--- config.mk ---
export PLATFORM = sky130hd
export DESIGN_NAME = control_unit
export DESIGN_NICKNAME = d
export VERILOG_FILES = /design/src/rtl/control_pkg.sv /design/src/rtl/control_alu_decode.sv /design/src/rtl/control_unit.sv
export SDC_FILE = /design/constraint.sdc
export NUM_CORES = 1
export LEC_CHECK = 0
export ABC_AREA = 1
export CAP_MARGIN = 10
export CORE_UTILIZATION = 25
export CTS_CLUSTER_SIZE = 16
export DETAILED_ROUTE_END_ITERATION = 10
export DONT_BUFFER_PORTS = 1
export PLACE_DENSITY_LB_ADDON = 0.08
export SLEW_MARGIN = 10
export SYNTH_ARGS = -nofsm -noshare
export SYNTH_HDL_FRONTEND = slang
export SYNTH_SLANG_ARGS = --single-unit
--- constraint.sdc ---
create_clock -name CLK -period 1.2 [get_ports CLK]
set_input_delay 0.24 -clock CLK [delete_from_list [all_inputs] [get_ports CLK]]
set_output_delay 0.24 -clock CLK [all_outputs]
set_load 0.03 [all_outputs]
--- src/rtl/control_pkg.sv ---
// rtl/control_pkg.sv - opcode constants and control-field encodings for the decoder
package control_pkg;

  localparam logic [6:0] OPC_LUI    = 7'b0110111;
  localparam logic [6:0] OPC_AUIPC  = 7'b0010111;
  localparam logic [6:0] OPC_JAL    = 7'b1101111;
  localparam logic [6:0] OPC_JALR   = 7'b1100111;
  localparam logic [6:0] OPC_BRANCH = 7'b1100011;
  localparam logic [6:0] OPC_LOAD   = 7'b0000011;
  localparam logic [6:0] OPC_STORE  = 7'b0100011;
  localparam logic [6:0] OPC_OP_IMM = 7'b0010011;
  localparam logic [6:0] OPC_OP     = 7'b0110011;

  localparam logic [4:0] ALU_ADD    = 5'b00000;
  localparam logic [4:0] ALU_SUB    = 5'b00001;
  localparam logic [4:0] ALU_SLL    = 5'b00010;
  localparam logic [4:0] ALU_SLT    = 5'b00011;
  localparam logic [4:0] ALU_SLTU   = 5'b00100;
  localparam logic [4:0] ALU_XOR    = 5'b00101;
  localparam logic [4:0] ALU_SRL    = 5'b00110;
  localparam logic [4:0] ALU_SRA    = 5'b00111;
  localparam logic [4:0] ALU_OR     = 5'b01000;
  localparam logic [4:0] ALU_AND    = 5'b01001;
  localparam logic [4:0] ALU_MUL    = 5'b01010;
  localparam logic [4:0] ALU_MULH   = 5'b01011;
  localparam logic [4:0] ALU_MULHSU = 5'b01100;
  localparam logic [4:0] ALU_MULHU  = 5'b01101;
  localparam logic [4:0] ALU_DIV    = 5'b01110;
  localparam logic [4:0] ALU_DIVU   = 5'b01111;
  localparam logic [4:0] ALU_REM    = 5'b10000;
  localparam logic [4:0] ALU_REMU   = 5'b10001;
  localparam logic [4:0] ALU_FWD    = 5'b10010;

  localparam logic [2:0] IMM_B      = 3'b000;
  localparam logic [2:0] IMM_I_LOAD = 3'b001;
  localparam logic [2:0] IMM_I_ALU  = 3'b010;
  localparam logic [2:0] IMM_U      = 3'b011;
  localparam logic [2:0] IMM_J      = 3'b100;
  localparam logic [2:0] IMM_S      = 3'b101;

  localparam logic [1:0] BJ_NONE    = 2'b00;
  localparam logic [1:0] BJ_JUMP    = 2'b01;
  localparam logic [1:0] BJ_BRANCH  = 2'b10;

  // Coarse instruction class handed to the ALU-op decoder.
  typedef enum logic [2:0] {
    CLS_NONE   = 3'd0,
    CLS_LUI    = 3'd1,
    CLS_ADD    = 3'd2,
    CLS_BRANCH = 3'd3,
    CLS_OP_IMM = 3'd4,
    CLS_OP     = 3'd5
  } op_class_e;

  typedef struct packed {
    logic [4:0] aluop;
    logic       reg_write_en;
    logic [2:0] imm_sel;
    logic       op1sel;
    logic       op2sel;
    logic       mem_write;
    logic       mem_read;
    logic       wb_sel;
    logic [1:0] branch_jump;
    logic       jal_sel;
  } ctrl_t;

  localparam ctrl_t CTRL_NOP = '0;

  function automatic logic [4:0] base_alu(input logic [2:0] funct3, input logic funct7_a);
    logic [4:0] op;
    case (funct3)
      3'b000:  op = ALU_ADD;
      3'b001:  op = ALU_SLL;
      3'b010:  op = ALU_SLT;
      3'b011:  op = ALU_SLTU;
      3'b100:  op = ALU_XOR;
      3'b101:  op = funct7_a ? ALU_SRA : ALU_SRL;
      3'b110:  op = ALU_OR;
      default: op = ALU_AND;
    endcase
    return op;
  endfunction

  function automatic logic [4:0] mext_alu(input logic [2:0] funct3);
    logic [4:0] op;
    case (funct3)
      3'b000:  op = ALU_MUL;
      3'b001:  op = ALU_MULH;
      3'b010:  op = ALU_MULHSU;
      3'b011:  op = ALU_MULHU;
      3'b100:  op = ALU_DIV;
      3'b101:  op = ALU_DIVU;
      3'b110:  op = ALU_REM;
      default: op = ALU_REMU;
    endcase
    return op;
  endfunction

endpackage

--- src/rtl/control_alu_decode.sv ---
// rtl/control_alu_decode.sv - maps instruction class and funct fields to an ALU operation
module control_alu_decode
  import control_pkg::*;
(
  input  logic [2:0] cls,
  input  logic [2:0] funct3,
  input  logic       funct7_a,
  input  logic       funct7_b,
  output logic [4:0] aluop
);

  always_comb begin
    aluop = ALU_ADD;
    case (cls)
      CLS_LUI:    aluop = ALU_FWD;
      CLS_BRANCH: aluop = ALU_SUB;
      CLS_OP_IMM: aluop = base_alu(funct3, funct7_a);
      CLS_OP: begin
        if (funct7_b)
          aluop = mext_alu(funct3);
        else if (funct3 == 3'b000 && funct7_a)
          aluop = ALU_SUB;
        else
          aluop = base_alu(funct3, funct7_a);
      end
      default:    aluop = ALU_ADD;
    endcase
  end

endmodule

--- src/rtl/control_unit.sv ---
// rtl/control_unit.sv - RV32 main decoder with stall hold register; M_EXT_EN enables MUL/DIV decode
module control_unit
  import control_pkg::*;
(
  input  logic       CLK,
  input  logic       RESET,
  input  logic [6:0] OPCODE,
  input  logic [2:0] funct3,
  input  logic       funct7_A,
  input  logic       funct7_B,
  input  logic       BUSY_WAIT,
  output logic [4:0] ALUOP,
  output logic       REG_WRITE_EN,
  output logic [2:0] IMM_SEL,
  output logic       OP1SEL,
  output logic       OP2SEL,
  output logic       MEM_WRITE,
  output logic       MEM_READ,
  output logic       WB_SEL,
  output logic [1:0] BRANCH_JUMP,
  output logic       JAL_SEL
);

  op_class_e  cls;
  logic       op_legal;
  logic [4:0] alu_code;
  ctrl_t      dec;
  ctrl_t      hold;
  ctrl_t      ctrl;

`ifdef M_EXT_EN
  assign op_legal = 1'b1;
`else
  assign op_legal = ~funct7_B;
`endif

  always_comb begin
    cls = CLS_NONE;
    case (OPCODE)
      OPC_LUI:                                           cls = CLS_LUI;
      OPC_AUIPC, OPC_JAL, OPC_JALR, OPC_LOAD, OPC_STORE: cls = CLS_ADD;
      OPC_BRANCH:                                        cls = CLS_BRANCH;
      OPC_OP_IMM:                                        cls = CLS_OP_IMM;
      OPC_OP:                                            cls = op_legal ? CLS_OP : CLS_NONE;
      default:                                           cls = CLS_NONE;
    endcase
  end

  control_alu_decode u_alu_decode (
    .cls      (cls),
    .funct3   (funct3),
    .funct7_a (funct7_A),
    .funct7_b (funct7_B),
    .aluop    (alu_code)
  );

  always_comb begin
    dec = CTRL_NOP;
    case (OPCODE)
      OPC_LUI, OPC_AUIPC: begin
        dec.aluop        = alu_code;
        dec.reg_write_en = 1'b1;
        dec.imm_sel      = IMM_U;
      end
      OPC_JAL, OPC_JALR: begin
        dec.aluop        = alu_code;
        dec.reg_write_en = 1'b1;
        dec.imm_sel      = IMM_J;
        dec.branch_jump  = BJ_JUMP;
        dec.jal_sel      = 1'b1;
      end
      OPC_BRANCH: begin
        dec.aluop        = alu_code;
        dec.imm_sel      = IMM_B;
        dec.branch_jump  = BJ_BRANCH;
      end
      OPC_LOAD: begin
        dec.aluop        = alu_code;
        dec.reg_write_en = 1'b1;
        dec.imm_sel      = IMM_I_LOAD;
        dec.op1sel       = 1'b1;
        dec.mem_read     = 1'b1;
        dec.wb_sel       = 1'b1;
      end
      OPC_STORE: begin
        dec.aluop        = alu_code;
        dec.imm_sel      = IMM_S;
        dec.op1sel       = 1'b1;
        dec.mem_write    = 1'b1;
      end
      OPC_OP_IMM: begin
        dec.aluop        = alu_code;
        dec.reg_write_en = 1'b1;
        dec.imm_sel      = IMM_I_ALU;
        dec.op1sel       = 1'b1;
      end
      OPC_OP: begin
        if (op_legal) begin
          dec.aluop        = alu_code;
          dec.reg_write_en = 1'b1;
          dec.imm_sel      = IMM_B;
          dec.op1sel       = 1'b1;
          dec.op2sel       = 1'b1;
        end
      end
      default: dec = CTRL_NOP;
    endcase
  end

  // Captures the live decode whenever the pipeline is moving, so a stall replays it.
  always_ff @(posedge CLK) begin
    if (RESET)
      hold <= CTRL_NOP;
    else if (!BUSY_WAIT)
      hold <= dec;
  end

  always_comb begin
    if (RESET)
      ctrl = CTRL_NOP;
    else if (BUSY_WAIT)
      ctrl = hold;
    else
      ctrl = dec;
  end

  assign ALUOP        = ctrl.aluop;
  assign REG_WRITE_EN = ctrl.reg_write_en;
  assign IMM_SEL      = ctrl.imm_sel;
  assign OP1SEL       = ctrl.op1sel;
  assign OP2SEL       = ctrl.op2sel;
  assign MEM_WRITE    = ctrl.mem_write;
  assign MEM_READ     = ctrl.mem_read;
  assign WB_SEL       = ctrl.wb_sel;
  assign BRANCH_JUMP  = ctrl.branch_jump;
  assign JAL_SEL      = ctrl.jal_sel;

endmodule

### After elaboration in Yosys (flattened, before gate mapping)

Index checks and enable logic that the tools add are counted.

| storage, ports and cells | value |
|---|---|
| word-level logic and storage cells | 57 |
| output and inout port bits | 17 |
| register bits after elaboration | 17 |
| input port bits | 15 |

| cells by class | value |
|---|---|
| eq/ne operators | 19 |
| reductions and logical operators | 8 |
| muxes and demuxes | 20 |

Operators by type and width:

| cell | number |
|---|---|
| 5-bit case mux with 7 select lines | 2 |
| 17-bit 2-to-1 mux | 2 |
| 7-bit by 6-bit == test with 1-bit output, second input constant | 3 |
| 7-bit == test, second input constant | 3 |
| 5-bit case mux with 4 select lines | 1 |
| 3-bit case mux with 6 select lines | 1 |
| 3-bit == test, second input constant | 5 |
| 3-bit case mux with 5 select lines | 1 |
| 7-bit by 5-bit == test with 1-bit output, second input constant | 2 |
| 11-bit 2-to-1 mux | 1 |
| 5-bit 2-to-1 mux | 2 |
| 5-bit case mux with 2 select lines | 1 |
| 3-bit by 2-bit == test with 1-bit output, second input constant | 3 |
| 8-bit OR reduction | 1 |
| 7-bit by 2-bit == test with 1-bit output, second input constant | 1 |
| 3-bit by 1-bit == test with 1-bit output, second input constant | 2 |
| 6-bit OR reduction | 1 |
| 5-bit OR reduction | 1 |
| 1-bit 2-to-1 mux | 4 |
| 1-bit case mux with 2 select lines | 2 |
| 2-bit case mux with 2 select lines | 1 |
| 2-bit OR reduction | 2 |
| 3-bit logical NOT | 1 |
| 3-bit 2-to-1 mux | 1 |
| other kinds (3) | 3 |

### Depth between registers and ports, before layout

| depth | value |
|---|---|
| depth in word-level cells | 9 |
| gate-level depth with buffers | 9 |
| depth with buffers taken out | 9 |

### Hierarchy

From an unflattened synthesis, not the netlist that was laid out.

| second synthesis, totals | value |
|---|---|
| cell total of the unflattened synthesis | 156 |
| area total of the unflattened synthesis | 1006.0 um2 |

Modules (own cells, without submodules):

| module | area each (um2) | cells each | instances |
|---|---|---|---|
| control_unit | 812.0 | 113 | 1 |
| control_alu_decode | 193.9 | 43 | 1 |

### Least setup slack after synthesis

Ideal clock, no wire load.

| timing | value |
|---|---|
| path kind | input -> output |
| start point | in OPCODE[6] |
| end point | out ALUOP[0] |
| arrival | 1.389 ns |
| path slack | -0.429 ns |
| required time | 0.960 ns |
| stages on the path | 7 |
| buffers on the path | 0 |
| path through | inv_1 -> nand3_2 -> nor3_2 -> nand3_1 -> nand3_1 -> nand2_1 -> a21oi_1 |

| between the ends | value |
|---|---|
| cells in the longest elaborated chain, start to end | 9 |

RTL lines:

| element | RTL line | source |
|---|---|---|
| from (decl) | control_unit.sv:7 | `input logic [6:0] OPCODE,` |
| 7-bit by 6-bit == test with 1-bit output (tied with other cells) | control_unit.sv:39, control_unit.sv:59 |  |
| 5-bit OR reduction | control_unit.sv:39 | `case (OPCODE)` |
| 3-bit case mux with 5 select lines | control_unit.sv:39 |  |
| 3-bit == test (tied with other cells) | control_alu_decode.sv:14 | `case (cls)` |
| 5-bit case mux with 4 select lines | control_alu_decode.sv:14 |  |
| 11-bit 2-to-1 mux | control_unit.sv:98 | `if (op_legal) begin` |
| 5-bit case mux with 2 select lines * | control_unit.sv:59 | `case (OPCODE)` |
| 17-bit 2-to-1 mux * (2 in a row) | - |  |
| to (decl) | control_unit.sv:12 | `output logic [4:0] ALUOP,` |

Every way passes the cells marked *; elsewhere a longest branch is shown, timed or not.

### Worst setup path after layout

| timing | value |
|---|---|
| start point | in OPCODE[6] |
| end point | out ALUOP[2] |

Same word-level chain as after synthesis.

==> qor.txt <==
Status: finished, violations left
Failing checks: setup timing
Pre-CTS WS: -0.310 ns
Pwr/cell area: 779 nW/um2
Drt via density: 4.70
Synth Cell Area: 860 um2
Multi-input gate area: 764 um2
First-pass GRT wire length: 3480 um
Cts bufs inserted: 3
Crit path capture: ALUOP[2]
R2R cell count: 2
Die height: 60.6 um
Worst R2R End: hold[6]
Largest net degree at the start of global routing: 14
CTS tree: built
Clk buf depth: 2
Placed Instances: 179
Worst-path clk slew: 0.09 ns
Fill cells: 357
Core Region: 3150 um2
Crit Path Max Fanout: 6
Fmax: 671 MHz
Yosys top cell area share: 39.6%
Number of routed nets with antenna violations: 0
DRC errors left: 0
CTS sink cnt: 17
Clk Tree Root Cell: clkbuf_4
Routability cong.: 0.790
Vias: 879
Initial antenna violation count: 0
Non-filler cells, final: 187
# Max-Cap Violations: 0
Fin crit share: 124%
Cells after synthesis: 128
Row count: 20
Startpoint Class: input port
Leak: 0.000480 uW
Reg area: 340 um2
IO buf count: 0
Cts-stage hold buffer count: 0
Final Max Tran Viols: 0
Worst Path Required: 0.96 ns
Reg-to-Reg Start: hold[6]
GRT Util Overall: 13.1%
Aggregate routed wire length: 2250 um
Area of the die: 3680 um2
Synthesis-stage register bit count: 17
Comb pwr share: 19.2%
Min Tclk post-route: 1.49 ns
Average routed wire per standard cell: 12.0 um
Crit path DAT: 1.25 ns
Worst Hold Class: input port to flip-flop
Worst Setup End Kind: primary output
Dominant cells by area after synthesis: dfxtp_1 (40%), nand2_1 (14%), a21oi_1 (9.3%)
Top Registers: hold: 17 flops
Congestion Overflow GR: 0
Max FFs per register: 17
Register area share after synthesis: 39.6%
Switching part of the total power: 27.0%
Design Power: 1080 uW
Final setup viols: 17
Final Hold Vio Count: 0
Worst skew pair latency: 0.28 ns
CP Class: input port to primary output
Int Power: 787 uW
Maximum vdd drop: 0.000454 V
Worst Tran Pin Value: 0.433 ns
Synth Net Count: 143
Max_slew headroom: 70.9%
Final worst slack: -0.291 ns
Clock power share: 27.1%
ANT cells: 0
Drt pass-1 iters: 3
Synth cell types: 22
WHS: 0.0429 ns
Syn avg cell area: 6.72 um2
Top reg by flops: hold
Setup TNS: -3.36 ns
Synth Warn #: 0
Die W: 60.6 um
P&R area growth vs syn: 61.3%
Top Ports: 32
Reg power frac: 53.8%
P_sw: 292 uW
Final #Nets: 159
Synth area leader: dfxtp_1
Post-DP HPWL: 1730 um
Starting Density: 27.3%
Share of cells above drive strength 1: 46.9%
Unrepaired setup endpoints after global routing: true
H-tree levels: 1
Initial drt markers: 37
Vias in the first global route: 780
Worst reg2reg setup slack: 0.36 ns
CP Launch Point: OPCODE[6]
Worst Skew: 0 ns
cells in the mapped netlist, drive strengths merged:
| cell type | instances |
|---|---|
| a2111oi | 1 |
| a21oi | 17 |
| buf | 2 |
| clkbuf | 2 |
| clkinv | 1 |
| dfxtp | 17 |
| inv | 13 |
| nand2 | 33 |
| nand3 | 12 |
| nand3b | 2 |
| nor2 | 12 |
| nor3 | 5 |
| o21ai | 9 |
| o221ai | 1 |
| o22ai | 1 |
cells by family (layout without fill, tap and decap cells):
logic type             count (synthesis)  after routing  synth area share, %
flip-flops                            17             17                 39.6
AO/OA/AOI/OAI                         29             29                 18.3
buffers and inverters                 18             33                 8.73
AND/OR/NAND/NOR                       64             64                 33.3
power groups by stage:
stage	Sequential (uW)	Clock, uW	Combinational, uW
after floorplan	592	0	152
after global placement	593	0	169
after detailed placement	593	0	170
after CTS	580	314	187
after global routing	582	344	225
final	580	292	207
cell usage in the layout, fill, tap and decap left out, drive strengths merged:
master    netlist  layout
nand2          33      33
nor3            5       5
o221ai          1       1
clkinvlp        0       1
a2111oi         1       1
a21oi          17      17
o22ai           1       1
clkbuf          2       4
nand3b          2       2
nand3          12      12
clkinv          1       1
nor2           12      12
inv            13      12
o21ai           9       9
buf             2      15
dfxtp          17      17
cell type report:
cell class	count	share of cell area, %
clock buffer	4	1.90
inverter	14	4.60
multi-input combinational	93	55.1
sequential	17	24.5
tap	44	3.97
timing repair buffer	15	9.84
layer usage:
layer | track usage, % | part of all wire, %
met5 | 0 | 0
met2 | 20.1 | 49
met4 | 3.90 | 0.36
met3 | 4.69 | 6.5
met1 | 17.2 | 44
critical path, cell delays in order:
cell and delay [ns]:
clkinvlp_4 0.11, nand3_4 0.09, nor3_4 0.23, nand3_1 0.10, o21ai_1 0.09, nand2_1 0.11, a21oi_4 0.29
repair_timing:
item,4_1_cts,5_1_grt
setup endpoints to repair,17,17
resized for setup,19,15
buffers inserted,1,3
pin swaps,13,13
worst min-delay path by stage:
| stage | from | end | slack (ns) | cells past startpoint |
|---|---|---|---|---|
| after floorplan | RESET | hold[0] | 0.34 | 1 |
| after global placement | RESET | hold[0] | 0.35 | 1 |
| after detailed placement | RESET | hold[0] | 0.34 | 1 |
| after CTS | RESET | hold[0] | 0.03 | 1 |
| after global routing | RESET | hold[4] | 0.008 | 1 |
| final | RESET | hold[0] | 0.04 | 1 |
metrics by stage:
| step | utilization (%) | area, um2 |
|---|---|---|
| 6_report | 44.0 | 1390 |
| 5_1_grt | 44.0 | 1390 |
| 4_1_cts | 41.2 | 1300 |
| 3_5_place_dp | 37.9 | 1190 |
| 3_3_place_gp | 37.9 | 1190 |
| 2_1_floorplan | - | 1070 |
Power figures use the tool's default switching activity.
==> RTL change 1 (same flow settings) <==
Add a define of `M_EXT_EN`.
--- a/src/rtl/control_unit.sv
+++ b/src/rtl/control_unit.sv
@@ -1,2 +1,4 @@
 // rtl/control_unit.sv - RV32 main decoder with stall hold register; M_EXT_EN enables MUL/DIV decode
+`define M_EXT_EN
+
 module control_unit
Formal check against the unedited RTL: not equivalent (Yosys sat finds a counterexample within 4 cycles, from zero or initial values).
==> RTL change 1 against the original RTL <==
The run still ends with setup timing left; total power rose by 19%; sequential cell count stayed put; cell area is 26% higher; synthesized area up 16%; count of clock-buffer cells in the layout shrank 1; worst setup slack gained 27 ps; wire length rose by 30%; critical path depth rose by 2; clock power rose by 41%; critical path type unchanged; largest power group unchanged; highest routed layer unchanged.
==> RTL change 1: results (changes against the original RTL) <==
Worst R2R End=hold[11]$_DFF_P_ (was hold[6]$_DFF_P_); Pre-Repair DR Iteration Count=4 (was 3); synth unique cells=25 (was 22); clk_lat worst skew=250 ps (was 280 ps); Nets=190 (was 159); Mapped Cells=147 (was 128); routability cong.=0.7914 (was 0.7904); layout cells sized above 1=55.29% (was 46.85%); Compound-Gate Fraction of Synth Area=21.08% (was 18.34%); FF-to-FF Start=hold[11]$_DFF_P_ (was hold[6]$_DFF_P_); setup violators final=15 (was 17); failing checks=setup timing (unchanged); Slew Limit Headroom=72.22% (was 70.95%); clk slew on worst S/H paths=60 ps (was 90 ps); Worst Path Arrival=1220 ps (was 1250 ps); status=finished with violations (unchanged); Synth top cells by count=nand2_1, dfxtp_1, inv_1, a21oi_1, nor2_1 (was nand2_1, dfxtp_1, a21oi_1, inv_1); largest cells by area after synthesis=dfxtp_1, nand2_1, a21oi_1, inv_1, ha_1 (was dfxtp_1, nand2_1, a21oi_1, nand3_1, inv_1); worst setup margin=-264.3 ps (was -291.2 ps); Inst Count DP=212 (was 179); sequential area share after synthesis=34.13% (was 39.59%); total routed wirelength=2.918 mm (was 2.248 mm); initial DRC count=16 (was 37); WHS=84.09 ps (was 42.89 ps); crit path from=OPCODE[2] (was OPCODE[6]); Hold Path Sink=hold[1]$_DFF_P_ (was hold[0]$_DFF_P_)
RTL change 1: timing repair:
| action | CTS | global route |
|---|---|---|
| buffers inserted | 0 | 2 |
| hold buffers | 0 | 0 |
| endpoints found under the setup margin | 17 | 17 |
| pin swaps | 23 | 25 |
| resized for setup | 60 | 28 |
RTL change 1: layout make-up:
type	count	area, µm²
Tap cell	48	60.06
Clock inverter	1	5.005
Multi-Input combinational cell	108	947.2
Sequential cell	17	340.3
Clock buffer	3	41.29
Timing Repair Buffer	22	220.2
Inverter	19	137.6
Fill cell	366	1992
RTL change 1: power groups by stage:
stage | clock network [W] | registers (W) | logic, W
global placement | 0 | 0.000595 | 0.000211
CTS | 0.000437 | 0.000582 | 0.000257
floorplan | 0 | 0.000594 | 0.000166
finish | 0.000413 | 0.000583 | 0.000287
detailed placement | 0 | 0.000595 | 0.000212
global route | 0.000456 | 0.000583 | 0.000312
RTL change 1: layer usage:
metal  vias up  global-route usage (%)  part of all wire [%]
met4         0                   2.446                   1.4
met3         4                   4.861                   5.4
met2        25                   28.39                    54
met1       490                   15.34                    40
li1        533                       -                     -
met5         -                       0                     0
RTL change 1: how the worst max path moves through the flow:
stage               cells after the start           end
detailed placement                      7  REG_WRITE_EN
CTS                                     9      ALUOP[3]
floorplan                               9      ALUOP[2]
finish                                  9      ALUOP[0]
global placement                        7  REG_WRITE_EN
global route                            9      ALUOP[0]
RTL change 1: stage by stage:
step	TNS, ps	area [µm²]	power, W	worst slack (ps)
detailed placement	-4305	1366	0.0008071	-278.8
finish	-2419	1752	0.001282	-264.3
global route	-3143	1752	0.001351	-314.3
floorplan	-876.2	1157	0.0007596	-145.0
global placement	-4028	1366	0.0008054	-284.4
CTS	-1803	1612	0.001276	-219.2
==> RTL change 2 (config.mk and constraints unchanged) <==
Made on the original files. Make the reset (`RESET`) asynchronous in one clocked block.
--- a/src/rtl/control_unit.sv
+++ b/src/rtl/control_unit.sv
@@ -110,3 +110,3 @@
   // Captures the live decode whenever the pipeline is moving, so a stall replays it.
-  always_ff @(posedge CLK) begin
+  always_ff @(posedge CLK or posedge RESET) begin
     if (RESET)
Function: same outputs for any inputs over 10 cycles, from zero or initial values and one cycle with RESET high; that may be too few to reach the edited logic, so the function may still have changed.
==> RTL change 2 against the original RTL <==
The run still ends with setup timing left; wire length grew 29%; sequential cell count is the same; via count grew 21%; total power grew 12%; register-to-register slack gained 70 ps; worst hold slack gained 31 ps; sequential share of layout area grew 2.3 points; worst setup slack gained 60 ps; count of clock-buffer cells in the layout is the same; die area grew 24%; final cell count grew 21%; cell area grew 14%; synthesized area grew 24%; global-route usage grew 1.5 points; critical endpoint is now ALUOP[1]; largest cell class unchanged; highest routed layer unchanged.
==> RTL change 2: results (changes against the original RTL) <==
FF+latch area=425.4 µm² (was 340.3 µm²); R2R Setup Slk=430 ps (was 360 ps); Switch Pwr=0.0003127 W (was 0.0002920 W); largest cells by area after synthesis=dfrtp_1, nand2_1, inv_1, a21oi_1, nand3_1 (was dfxtp_1, nand2_1, a21oi_1, nand3_1, inv_1); Critical Path End=ALUOP[1] (was ALUOP[2]); Worst Path Arrival=1190 ps (was 1250 ps); Async S/R FF share, synth=100.0% (was 0%); Metal-1 WL=1.256 mm (was 988 µm); Filler Cells Inserted=424 (was 357); clk slew on worst S/H paths=70 ps (was 90 ps); initial DRC count=43 (was 37); worst setup margin=-230.8 ps (was -291.2 ps); DR vias/cell=4.687 (was 4.701); crit path from=OPCODE[3] (was OPCODE[6]); maximum VDD drop=0.6434 mV (was 0.4541 mV); multi-input gates=110 (was 93); FF-to-FF Start=hold[7]$_DFF_PP0_ (was hold[6]$_DFF_P_); Seq power=0.000589 W (was 0.000580 W); bufs w/o clock=23 (was 15); status=finished with violations (unchanged); routing usage on met3=4.392% (was 4.691%); layout cells sized above 1=41.24% (was 46.85%); clock root cell=clkbuf_8 (was clkbuf_4); P_clk=0.000429 W (was 0.000292 W); first-pass GRT wire length=4.871 mm (was 3.484 mm); failing checks=setup timing (unchanged); Main synth FF type=dfrtp_1 (was dfxtp_1); Inverters, non-clock=23 (was 14); clk_lat worst skew=250 ps (was 280 ps); DP HPWL=2.212 mm (was 1.732 mm); Pre-Repair DR Iteration Count=6 (was 3); NonClk Buf Share=11.55% (was 9.838%); Setup Slack @ Placement=-250.0 ps (was -310.2 ps); sequential area share after synthesis=39.77% (was 39.59%); synth unique cells=25 (was 22); Total Routing Usage GR=14.58% (was 13.07%); setup violators final=17 (unchanged); largest net degree at the start of global routing=18 (was 14); Worst path max stage delay=260 ps (was 290 ps); sequential power share=48.6% (was 53.8%)
RTL change 2: through the flow:
step	setup TNS (ps)	instances	hold WS (ps)	instance area, µm²
after floorplan	-981.3	156	278.9	1338
after global placement	-2816	218	172.7	1460
after detailed placement	-2805	218	182.0	1460
after CTS	-2395	225	65.25	1567
after global routing	-3716	227	66.11	1582
final	-2379	227	74.03	1582
RTL change 2: logic make-up (layout without fill, tap and decap cells):
kind of cell / after synthesis / in the layout / share of synthesized area [%]
simple gates: 87 / 87 / 36.26
flops: 17 / 17 / 39.77
buf+inv: 29 / 50 / 10.76
compound gates: 23 / 23 / 13.22
RTL change 2: timing repair:
item,in CTS,in global routing
setup endpoints to repair,17,17
endpoints found under the hold margin,17,0
setup buffers,2,2
gates resized for setup,10,1
pin swaps,12,6
hold buffers,1,0
RTL change 2: worst max-delay path, delay by kind of cell:
kind            cells  cell delay [ps]
compound gates      1              260
buf+inv             1               50
simple gates        7              630
